==> src/rtl/c3lib_ckdiv_chk_ctn.sv <==
// Divided-clock checker: measures clk_div period and high time in clk_in cycles
// and declares lock after LOCK_CNT consecutive periods of DIV_RATIO at 50% duty.
module c3lib_ckdiv_chk_ctn #(
  parameter int unsigned DIV_RATIO = 4,
  parameter int unsigned LOCK_CNT  = 8,
  parameter int unsigned CNT_W     = 8
) (
  input  logic             clk_in,
  input  logic             rst_n,
  input  logic             clk_div,
  input  logic             enable,
  input  logic             err_clr,
  output logic             locked,
  output logic             err,
  output logic [CNT_W-1:0] period_cnt,
  output logic [CNT_W-1:0] high_cnt
);

  localparam int unsigned      GOOD_W    = $clog2(LOCK_CNT + 1);
  localparam logic [CNT_W-1:0] CNT_MAX   = {CNT_W{1'b1}};
  localparam logic [CNT_W-1:0] PER_EXP   = CNT_W'(DIV_RATIO);
  localparam logic [CNT_W-1:0] HIGH_EXP  = CNT_W'(DIV_RATIO / 2);
  localparam logic [CNT_W-1:0] TMO_CNT   = CNT_W'(2 * DIV_RATIO);
  localparam logic [GOOD_W-1:0] GOOD_LAST = GOOD_W'(LOCK_CNT - 1);
  localparam logic [GOOD_W-1:0] GOOD_FULL = GOOD_W'(LOCK_CNT);

  typedef enum logic [2:0] {
    ST_IDLE    = 3'd0,
    ST_FIRST   = 3'd1,
    ST_MEASURE = 3'd2,
    ST_LOCKED  = 3'd3,
    ST_ERROR   = 3'd4
  } state_e;

  state_e            state_q, state_d;
  logic              meta_q, s_q, s_prev_q;
  logic [CNT_W-1:0]  cnt_q, cnt_d;
  logic [CNT_W-1:0]  hcnt_q, hcnt_d;
  logic [GOOD_W-1:0] good_q, good_d;
  logic              locked_q, locked_d;
  logic              err_q, err_d;
  logic [CNT_W-1:0]  period_q, period_d;
  logic [CNT_W-1:0]  high_q, high_d;

  logic rise_c;
  logic good_c;
  logic timeout_c;
  logic capture_c;

  // Two-flop synchronizer plus one history flop for rise detection
  always_ff @(posedge clk_in or negedge rst_n) begin
    if (!rst_n) begin
      meta_q   <= 1'b0;
      s_q      <= 1'b0;
      s_prev_q <= 1'b0;
    end else begin
      meta_q   <= clk_div;
      s_q      <= meta_q;
      s_prev_q <= s_q;
    end
  end

  assign rise_c    = s_q & ~s_prev_q;
  assign good_c    = (cnt_q == PER_EXP) && (hcnt_q == HIGH_EXP);
  assign timeout_c = !rise_c && (cnt_q == TMO_CNT);
  assign capture_c = rise_c && ((state_q == ST_MEASURE) ||
                                (state_q == ST_LOCKED)  ||
                                (state_q == ST_ERROR));

  // Period and high-time counters restart at 1 on every synchronized rise
  always_comb begin
    cnt_d  = cnt_q;
    hcnt_d = hcnt_q;
    if (rise_c) begin
      cnt_d  = CNT_W'(1);
      hcnt_d = CNT_W'(1);
    end else begin
      if (cnt_q != CNT_MAX) begin
        cnt_d = cnt_q + CNT_W'(1);
      end
      if (s_q && (hcnt_q != CNT_MAX)) begin
        hcnt_d = hcnt_q + CNT_W'(1);
      end
    end
  end

  always_ff @(posedge clk_in or negedge rst_n) begin
    if (!rst_n) begin
      state_q  <= ST_IDLE;
      cnt_q    <= '0;
      hcnt_q   <= '0;
      good_q   <= '0;
      locked_q <= 1'b0;
      err_q    <= 1'b0;
      period_q <= '0;
      high_q   <= '0;
    end else begin
      state_q  <= state_d;
      cnt_q    <= cnt_d;
      hcnt_q   <= hcnt_d;
      good_q   <= good_d;
      locked_q <= locked_d;
      err_q    <= err_d;
      period_q <= period_d;
      high_q   <= high_d;
    end
  end

  // Lock FSM; a set of err in LOCKED takes priority over a same-cycle err_clr
  always_comb begin
    state_d  = state_q;
    good_d   = good_q;
    locked_d = locked_q;
    err_d    = err_q;
    period_d = period_q;
    high_d   = high_q;

    if (capture_c) begin
      period_d = cnt_q;
      high_d   = hcnt_q;
    end

    if (err_clr) begin
      err_d = 1'b0;
    end

    unique case (state_q)
      ST_IDLE: begin
        locked_d = 1'b0;
        good_d   = '0;
        if (enable) begin
          state_d = ST_FIRST;
        end
      end
      ST_FIRST: begin
        locked_d = 1'b0;
        if (rise_c) begin
          state_d = ST_MEASURE;
          good_d  = '0;
        end
      end
      ST_MEASURE: begin
        locked_d = 1'b0;
        if (rise_c) begin
          if (good_c) begin
            if (good_q == GOOD_LAST) begin
              state_d  = ST_LOCKED;
              locked_d = 1'b1;
              good_d   = GOOD_FULL;
            end else begin
              good_d = good_q + GOOD_W'(1);
            end
          end else begin
            good_d = '0;
          end
        end else if (timeout_c) begin
          good_d = '0;
        end
      end
      ST_LOCKED: begin
        locked_d = 1'b1;
        if ((rise_c && !good_c) || timeout_c) begin
          state_d  = ST_ERROR;
          locked_d = 1'b0;
          err_d    = 1'b1;
        end
      end
      ST_ERROR: begin
        locked_d = 1'b0;
        if (err_clr) begin
          state_d = ST_FIRST;
          good_d  = '0;
        end
      end
      default: begin
        state_d  = ST_IDLE;
        locked_d = 1'b0;
        good_d   = '0;
      end
    endcase

    // Disable wins over every transition but leaves err untouched
    if (!enable) begin
      state_d  = ST_IDLE;
      locked_d = 1'b0;
      good_d   = '0;
    end
  end

  assign locked     = locked_q;
  assign err        = err_q;
  assign period_cnt = period_q;
  assign high_cnt   = high_q;

endmodule

==> config.mk <==
export PLATFORM = sky130hd
export DESIGN_NAME = c3lib_ckdiv_chk_ctn
export DESIGN_NICKNAME = d
export VERILOG_FILES = /design/src/rtl/c3lib_ckdiv_chk_ctn.sv
export SDC_FILE = /design/constraint.sdc
export NUM_CORES = 1
export LEC_CHECK = 0
export ABC_AREA = 0
export BUFFER_PORTS_ARGS = -buffer_cell sky130_fd_sc_hd__clkbuf_2
export CELL_PAD_IN_SITES_DETAIL_PLACEMENT = 0
export CELL_PAD_IN_SITES_GLOBAL_PLACEMENT = 1
export CORE_UTILIZATION = 29
export CTS_CLUSTER_SIZE = 30
export DETAILED_ROUTE_END_ITERATION = 8
export PLACE_DENSITY = 0.52
export SETUP_SLACK_MARGIN = 0.02
export SLEW_MARGIN = 25
export SYNTH_ARGS = -nofsm -noshare
export SYNTH_HDL_FRONTEND = slang
export SYNTH_SLANG_ARGS = --single-unit
==> constraint.sdc <==
create_clock -name clk_in -period 4.1 [get_ports clk_in]
set_input_delay 0.615 -clock clk_in [delete_from_list [all_inputs] [get_ports clk_in]]
set_output_delay 0.615 -clock clk_in [all_outputs]
set_load 0.05 [all_outputs]
After elaboration in Yosys (flattened, before gate mapping) --
Index checks and enable logic that the tools add are counted.
Word-level totals: bits in registers 44, bits of input ports 5, output and inout port bits 18, word-level logic and storage cells 78
Cells by class: equality and inequality tests 18, $add $sub $neg 3, muxes and demuxes 29, bitwise logic cells 2, reductions and logical operators 15
Operators with widths (count):
- $mux 8 | 4
- $mux 4 | 7
- $mux 3 | 7
- $add 8x1->8 const B | 2
- $ne 8x8->1 const B | 2
- $pmux 4 s4 | 1
- $pmux 3 s5 | 1
- $ne 3x3->1 const B | 4
- $eq 8x2->1 const B | 1
- $eq 8x3->1 const B | 1
- $eq 8x4->1 const B | 1
- $mux 1 | 8
- $eq 3x2->1 const B | 2
- $ne 3x2->1 const B | 2
- $reduce_and 6->1 | 1
- $logic_and 1x1->1 | 5
- $add 4x1->4 const B | 1
- $eq 4x3->1 const B | 1
- $ne 4x4->1 const B | 1
- $reduce_and 4->1 | 1
- $reduce_bool 2->1 | 2
- $eq 3x1->1 const B | 1
- $eq 3x3->1 const B | 1
- $logic_not 3->1 | 1
- 6 further kinds | 9

Depth between registers and ports, before layout --
Gate-level depths: netlist of run 1.
depth after elaboration 8, depth in mapped cells 7, gate-level depth less buffers 7

Least setup slack after synthesis of run 1 --
Ideal clock, no wire load.
kind flip-flop to flip-flop, start point register cnt_q[0], end point register locked_q, in the netlist locked, setup time 0.077 ns, arrival time 2.027 ns, path buffers 0, cell stages (with the launch flop) 8, clock period less this slack 2.105 ns, setup slack 1.995 ns, path through dfrtp_1 -> inv_1 -> ha_1 -> nand2b_4 -> or4_4 -> or2_1 -> or4_1 -> a21oi_1
On the way: cells in the longest elaborated chain, start to end 8
Ends and longest elaborated chain:
- from (decl) | line 37 | logic [CNT_W-1:0] cnt_q, cnt_d;
- from (signal assigned) | line 99 | cnt_q <= cnt_d;
- $eq 8x3->1 | line 64 | assign good_c = (cnt_q == PER_EXP) && (hcnt_q == HIGH_EXP);
- $logic_and 1x1->1 | line 64
- $logic_not 1->1 | line 162 | if ((rise_c && !good_c) || timeout_c) begin
- $logic_and 1x1->1 | line 162
- $logic_or 1x1->1 | line 162
- $mux 1 | line 162
- $pmux 1 s2 (*) | line 127 | unique case (state_q)
- $mux 1 (*) | line 183 | if (!enable) begin
- net locked_d | line 40 | logic locked_q, locked_d;
- to (signal assigned) | line 102 | locked_q <= locked_d;
- to (decl) | line 40
The timed path passes the listed nets; every way through them passes the cells marked *. A chain may end at the register's enable or synchronous reset.

Final worst setup path of run 1 --
start point register s_q, end point register high_q[6], in the netlist high_cnt[6]
On the way: cells in the longest elaborated chain, start to end 2
Ends and longest elaborated chain:
- from (decl) | line 36 | logic meta_q, s_q, s_prev_q;
- from (signal assigned) | line 58 | s_q <= meta_q;
- $and 1x1->1 | line 63 | assign rise_c = s_q & ~s_prev_q;
- $logic_and 1x1->1 | line 66 | assign capture_c = rise_c && ((state_q == ST_MEASURE) ||
- to (signal assigned) | line 105 | high_q <= high_d;
- to (decl) | line 43 | logic [CNT_W-1:0] high_q, high_d;
No other way between the ends.

==> results_dict.tcl, run 1 <==
set metrics [dict create \
    first_global_vias 1504 \
    place_congestion 0.725 \
    synth-seq-cells 44 \
    clockRootBuffer "clkbuf_8" \
    synth_nets 214 \
    fin_nets 238 \
    path_class "register to register" \
    dieArea_mm2 0.00765 \
    cap_viol_max_count 0 \
    rsz0062_at_grt "no" \
    yosysUniqueCellTypes 48 \
    slew_viol_final 0 \
    startpoint "s_q" \
    via_per_inst 4.82 \
    p_leak_uw 0.00113 \
    clkTransAtPathRegs_ps 80 \
    boundaryPins 23 \
    report.final.hold_viol_count 0 \
    fin_worst_skew_ps 7.08 \
    grt_max_degree 45 \
    tightestPinTransition_ps 995 \
    firstDrtPassIters 4 \
    antenna_left 0 \
    grt_pass1_wl_um 7860 \
    dr_total_vias 1568 \
    min_period_over_period_pct 58.4 \
    layout_min_cycle_time_ps 2390 \
    clockBufferDepth 2 \
    num_antenna_cells 0 \
    setup-tns-final_ps 0 \
    cts_tree "yes" \
    worstHoldPathType "register to register" \
    yosysWarnings 0 \
    ctsResizeCount 0 \
    hold_start "meta_q" \
    start_util_pct 30.7 \
    die_y_um 87.5 \
    clock_latency_ps 300 \
    port_buffers 22 \
    htree_levels 2 \
    syn_avg_cell_area_um2 10.4 \
    cp_max_fo 16 \
    worst_ep_arrival_time_ps 2580 \
    start_kind "register" \
    setup_viol 0 \
    numClockSinks 44 \
    antenna_found_initial 0 \
    wirelength_um 4570 \
    end_kind "register" \
    final_cell_mix "44 x dfrtp_1, 22 x nand2_1, 22 x clkbuf_2" \
    fin_total_pwr_uw 1290 \
    yosysSeqAreaShare_pct 52.0 \
    cp.required_ps 4290 \
    grt.total_usage_pct 13.6 \
    die_w_um 87.5 \
    irDropWorstVdd_mv 0.146 \
    slew_headroom_pct 33.5 \
    synth_area_mm2 0.00212 \
    overflow 0 \
    synthCells 204 \
    layout_commonest_cell "dfrtp_1" \
    numCtsBuffers 5 \
    wire_per_inst_um 14.0 \
    cts_setup_buffers 0 \
    drive_gt1_share_pct 20.5 \
    max_freq_mhz 418 \
    worst_r2r_startpoint "s_q" \
    cellPowerDensity_mw_per_mm2 530 \
    drc_errors 0 \
    hold_buffers 0 \
    outcome "finished, final reports clean" \
    areaGrowthSynthToFinish_pct 15.1 \
    rows 30 \
    hpwlAfterDp_um 3190 \
    core_area_mm2 0.00691 \
    drt-initial-drc-count 58 \
]
## where the power goes
group | leakage (µW) | internal [µW] | switching, µW
Sequential | 0.000587 | 505 | 73.9
Clock | 0.0000541 | 180 | 155
Combinational | 0.000491 | 113 | 265
Total | 0.00113 | 798 | 494
## per-layer routing
layer / track usage [%] / vias up / part of all wire, %
met1: 19.2 / 754 / 51
met3: 3.32 / 4 / 3.5
met4: 4.92 / 0 / 0.66
met5: 0 / - / 0
li1: - / 782 / -
met2: 20.2 / 28 / 44
## state kept, by name (all words and copies together) (netlist names)
| name | flops |
|---|---|
| s_q | 1 |
| period_cnt | 8 |
| state_q | 3 |
| hcnt_q | 8 |
| locked | 1 |
| high_cnt | 8 |
| good_q | 4 |
| s_prev_q | 1 |
| cnt_q | 8 |
| meta_q | 1 |
| err | 1 |
## final cells by class
type / count / area (µm²)
clock buffer: 5 / 68.8
clock inverter: 3 / 42.5
fill: 747 / 4470
inverter: 11 / 41.3
multi-input combinational: 142 / 940
sequential: 44 / 1100
tap: 96 / 120
timing repair buffer: 24 / 125
## metrics by stage
stage | util [%] | instance area, µm² | hold WS (ps) | worst slack, ps | instances
final | 35.3 | 2440 | 365 | 1710 | 325
after global routing | 35.3 | 2440 | 386 | 1350 | 325
after CTS | 35.3 | 2440 | 372 | 1680 | 325
after detailed placement | 33.7 | 2330 | 343 | 1720 | 317
after global placement | 33.7 | 2330 | 373 | 1750 | 317
after floorplan | - | 2120 | 319 | 2000 | 204
## worst max-delay path, stage by stage (launching register included)
cell and delay [ps]:
dfrtp_1 480, nor2b_1 820, o21ai_1 380, buf_4 320
mux2_2 280
## Yosys cell counts, drive strengths merged
| cell type | number | area share (%) |
|---|---|---|
| or3 | 1 | 0.30 |
| o2bb2ai | 1 | 0.41 |
| clkbuf | 4 | 0.71 |
| a21boi | 1 | 0.35 |
| dfrtp | 44 | 52 |
| mux2i | 1 | 0.47 |
| o22ai | 2 | 0.59 |
| inv | 11 | 1.9 |
| o41ai | 1 | 0.41 |
| o32ai | 1 | 0.41 |
| nand2 | 22 | 3.9 |
| and4b | 1 | 0.47 |
| nor2b | 3 | 0.89 |
| a22oi | 1 | 0.35 |
| a32o | 1 | 0.47 |
| nor2 | 14 | 2.5 |
| a211oi | 1 | 0.35 |
| a2111o | 1 | 0.53 |
| or2 | 1 | 0.30 |
| buf | 3 | 1.0 |
| o31ai | 1 | 0.35 |
| o211ai | 2 | 0.71 |
| a221oi | 1 | 0.41 |
| nor3b | 1 | 0.35 |
| o211a | 2 | 0.95 |
| a31oi | 5 | 1.5 |
| a22o | 1 | 0.41 |
| nor3 | 6 | 1.4 |
| o21ai | 13 | 3.1 |
| and3 | 2 | 0.59 |
| xnor2 | 3 | 1.2 |
| o21a | 1 | 0.35 |
| xor2 | 4 | 1.7 |
| nand2b | 4 | 1.5 |
| or3b | 1 | 0.41 |
| ha | 5 | 3.0 |
| nand4 | 6 | 1.8 |
| nand3 | 6 | 1.4 |
| a21oi | 6 | 1.4 |
| and4 | 2 | 0.83 |
| nor4 | 2 | 0.89 |
| or4 | 4 | 1.6 |
| mux2 | 11 | 5.8 |
## logic make-up (layout without fill, tap and decap cells)
kind of cell | after synthesis | count (layout) | synth area share (%)
AOI/OAI and AO/OA | 42 | 42 | 13.1
xor gates and xnor gates | 7 | 7 | 2.89
adders and majority gates | 5 | 5 | 2.95
buffers and inverters | 18 | 43 | 3.66
DFF | 44 | 44 | 52.0
muxes | 12 | 12 | 6.32
and+or+nand+nor | 76 | 76 | 19.1
## final timing paths
check | to | slack (ps) | cells past startpoint
min in group asynchronous | meta_q | 390 | 2
setup / recovery | high_cnt[6] | 1710 | 4
hold reg to reg | s_q | 360 | 0
setup reg to reg | high_cnt[6] | 1710 | 4
max in group asynchronous | hcnt_q[6] | 3320 | 2
hold / removal | s_q | 360 | 0
No activity file was read; power rests on OpenSTA's default activity.
==> run 2: changes to the inputs <==
--- a/config.mk
+++ b/config.mk
@@ -12,7 +12,7 @@
 export CORE_UTILIZATION = 29
 export CTS_CLUSTER_SIZE = 30
 export DETAILED_ROUTE_END_ITERATION = 8
-export PLACE_DENSITY = 0.52
+export PLACE_DENSITY = 0.54
 export SETUP_SLACK_MARGIN = 0.02
 export SLEW_MARGIN = 25
 export SYNTH_ARGS = -nofsm -noshare
==> constraint.sdc (replaced) <==
create_clock -name clk_in -period 2 [get_ports clk_in]
set_input_delay 0.3 -clock clk_in [delete_from_list [all_inputs] [get_ports clk_in]]
set_output_delay 0.3 -clock clk_in [all_outputs]
set_load 0.05 [all_outputs]
==> run 2 against run 1 <==
Net effect:
- first-iteration DRC count decreased by 26%
- power is 120% higher
- register-to-register slack got worse by 1700 ps
==> results_dict.tcl, run 2 (synthesis gave the netlist of run 1 again) <==
set metrics [dict create \
    place_inst 343 \
    cpPeakStageDelay_ps 490 \
    dpl-instance-area_mm2 0.00255 \
    rows 30 \
    tightestPinTransition_ps 635 \
    cp.required_ps 2230 \
    hold_start "clk_div" \
    areaGrowthSynthToFinish_pct 28.2 \
    first_global_vias 1665 \
    grt_pass1_wl_um 8430 \
    htree_levels 2 \
    die_w_um 87.5 \
    dr_total_vias 1708 \
    report.final.hold_viol_count 0 \
    clockBufferDepth 2 \
    hold_depth 1 \
    holdPathEnd "meta_q" \
    boundaryPins 23 \
    overflow 0 \
    slew_headroom_pct 57.5 \
    grt.total_usage_pct 14.5 \
    p_leak_uw 0.00129 \
    antenna_found_initial 0 \
    worstPathCellList "inv_2 -> ha_4 -> nand2b_4 -> or4_4 -> or2_1 -> or4_1 -> a21oi_1" \
    fin_nets 266 \
    clkTransAtPathRegs_ps 90 \
    drt-initial-drc-count 43 \
    outcome "finished, final reports clean" \
    start_util_pct 30.7 \
    path_class "register to register" \
    hold_slack_ps 109 \
    fin_worst_skew_ps 9.29 \
    wire_per_inst_um 13.5 \
    reg2regPathDepth 7 \
    drive_gt1_share_pct 31.1 \
    r2r_setup_slack_ps 3 \
    setup_viol 0 \
    start_kind "register" \
    place_congestion 0.776 \
    core_area_mm2 0.00691 \
    antenna_left 0 \
    clockRootBuffer "clkbuf_8" \
    port_buffers 22 \
    via_per_inst 4.84 \
    worst_r2r_startpoint "cnt_q[1]" \
    cp_slowest_cell "or4_1" \
    clock_latency_ps 300 \
    num_antenna_cells 0 \
    irDropWorstVdd_mv 0.522 \
    final_cell_mix "44 x dfrtp_1, 28 x buf_4, 22 x nand2_1, 22 x clkbuf_2, 14 x nor2_1" \
    cap_viol_max_count 0 \
    max_freq_mhz 501 \
    cp_max_fo 2 \
    numClockSinks 44 \
    cts_tree "yes" \
    worstHoldPathType "input pin to register" \
    fin_area_mm2 0.00272 \
    die_y_um 87.5 \
    place_ws_ps 7.32 \
    numCtsBuffers 5 \
    end_kind "register" \
    rsz0062_at_grt "yes" \
    fin_util_pct 39.3 \
    fillers 723 \
    r2r-end "locked" \
    grt_max_degree 19 \
    finalNonFillerCells 353 \
    layout_min_cycle_time_ps 2000 \
    cellPowerDensity_mw_per_mm2 1050 \
    drc_errors 0 \
    layout_commonest_cell "dfrtp_1" \
    firstDrtPassIters 4 \
    worst_ep_arrival_time_ps 2220 \
    hpwlAfterDp_um 3570 \
    layout_setup_ws_ps 2.87 \
    wirelength_um 4750 \
    dieArea_mm2 0.00765 \
    min_period_over_period_pct 99.9 \
    slew_viol_final 0 \
]
[run 2: cell count changes in the layout (fill, tap and decap cells not counted), sizes merged]
cell         before  now
dlygate4sd3       0    1
clkinvlp          1    0
clkinv            1    0
buf               2   29
clkbuf           27   29
[run 2: final cells by class]
type                            count  area, µm²  share of cell area, %
Sequential cell                    44       1100                   40.6
Multi-Input combinational cell    142        976                   35.9
Timing Repair Buffer               52        350                   12.9
Tap cell                           96        120                   4.42
Clock buffer                        7       96.3                   3.55
Inverter                           11       41.3                   1.52
Clock inverter                      1       30.0                   1.11
[run 2: routing by layer]
| metal | part of all wire [%] | wire [µm] | vias up | global-route usage [%] |
|---|---|---|---|---|
| met5 | 0 | 0 | - | 0 |
| met4 | 1.3 | 60 | 0 | 4.47 |
| met3 | 3.3 | 157 | 7 | 3.41 |
| met2 | 43 | 2050 | 29 | 21.3 |
| met1 | 52 | 2480 | 832 | 21.0 |
| li1 | - | - | 840 | - |
[run 2: worst max-delay path by stage]
stage,start,to,slack [ps],cells after the start
2_1_floorplan,cnt_q[1],locked,-9,7
3_3_place_gp,cnt_q[1],locked,20,7
3_5_place_dp,cnt_q[1],locked,7,7
4_1_cts,cnt_q[1],locked,-20,7
5_1_grt,cnt_q[0],locked,-90,7
6_report,cnt_q[1],locked,3,7
[run 2: report_power, final]
group / total [µW] / switching [µW] / internal (µW) / leakage [µW]
Combinational: 963 / 627 / 336 / 0.000644
Clock: 753 / 311 / 441 / 0.0000645
Sequential: 1140 / 107 / 1040 / 0.000587
[run 2: what timing repair did]
item                                    in CTS  in global routing
hold buffers                                 1                  0
gates resized for setup                      1                  2
pin swaps                                    2                  0
gates cloned                                 0                  0
setup buffers                                0                  1
hold endpoints to repair                    11                  0
endpoints found under the setup margin       3                  7
[run 2: through the flow]
| step | power [µW] | setup TNS (ps) |
|---|---|---|
| after floorplan | 1790 | -8.88 |
| final | 2860 | 0 |
| after CTS | 2890 | -22.1 |
| after global placement | 2120 | 0 |
| after detailed placement | 2120 | 0 |
| after global routing | 3050 | -367 |
[run 2: worst max-delay path, delay by kind of cell (launching register included)]
family | cells | cell delay [ps]
AO/OA/AOI/OAI | 1 | 130
buffers and inverters | 1 | 80
flip-flops | 1 | 390
adder cells (fa/ha/maj) | 1 | 140
AND/OR/NAND/NOR | 4 | 1180
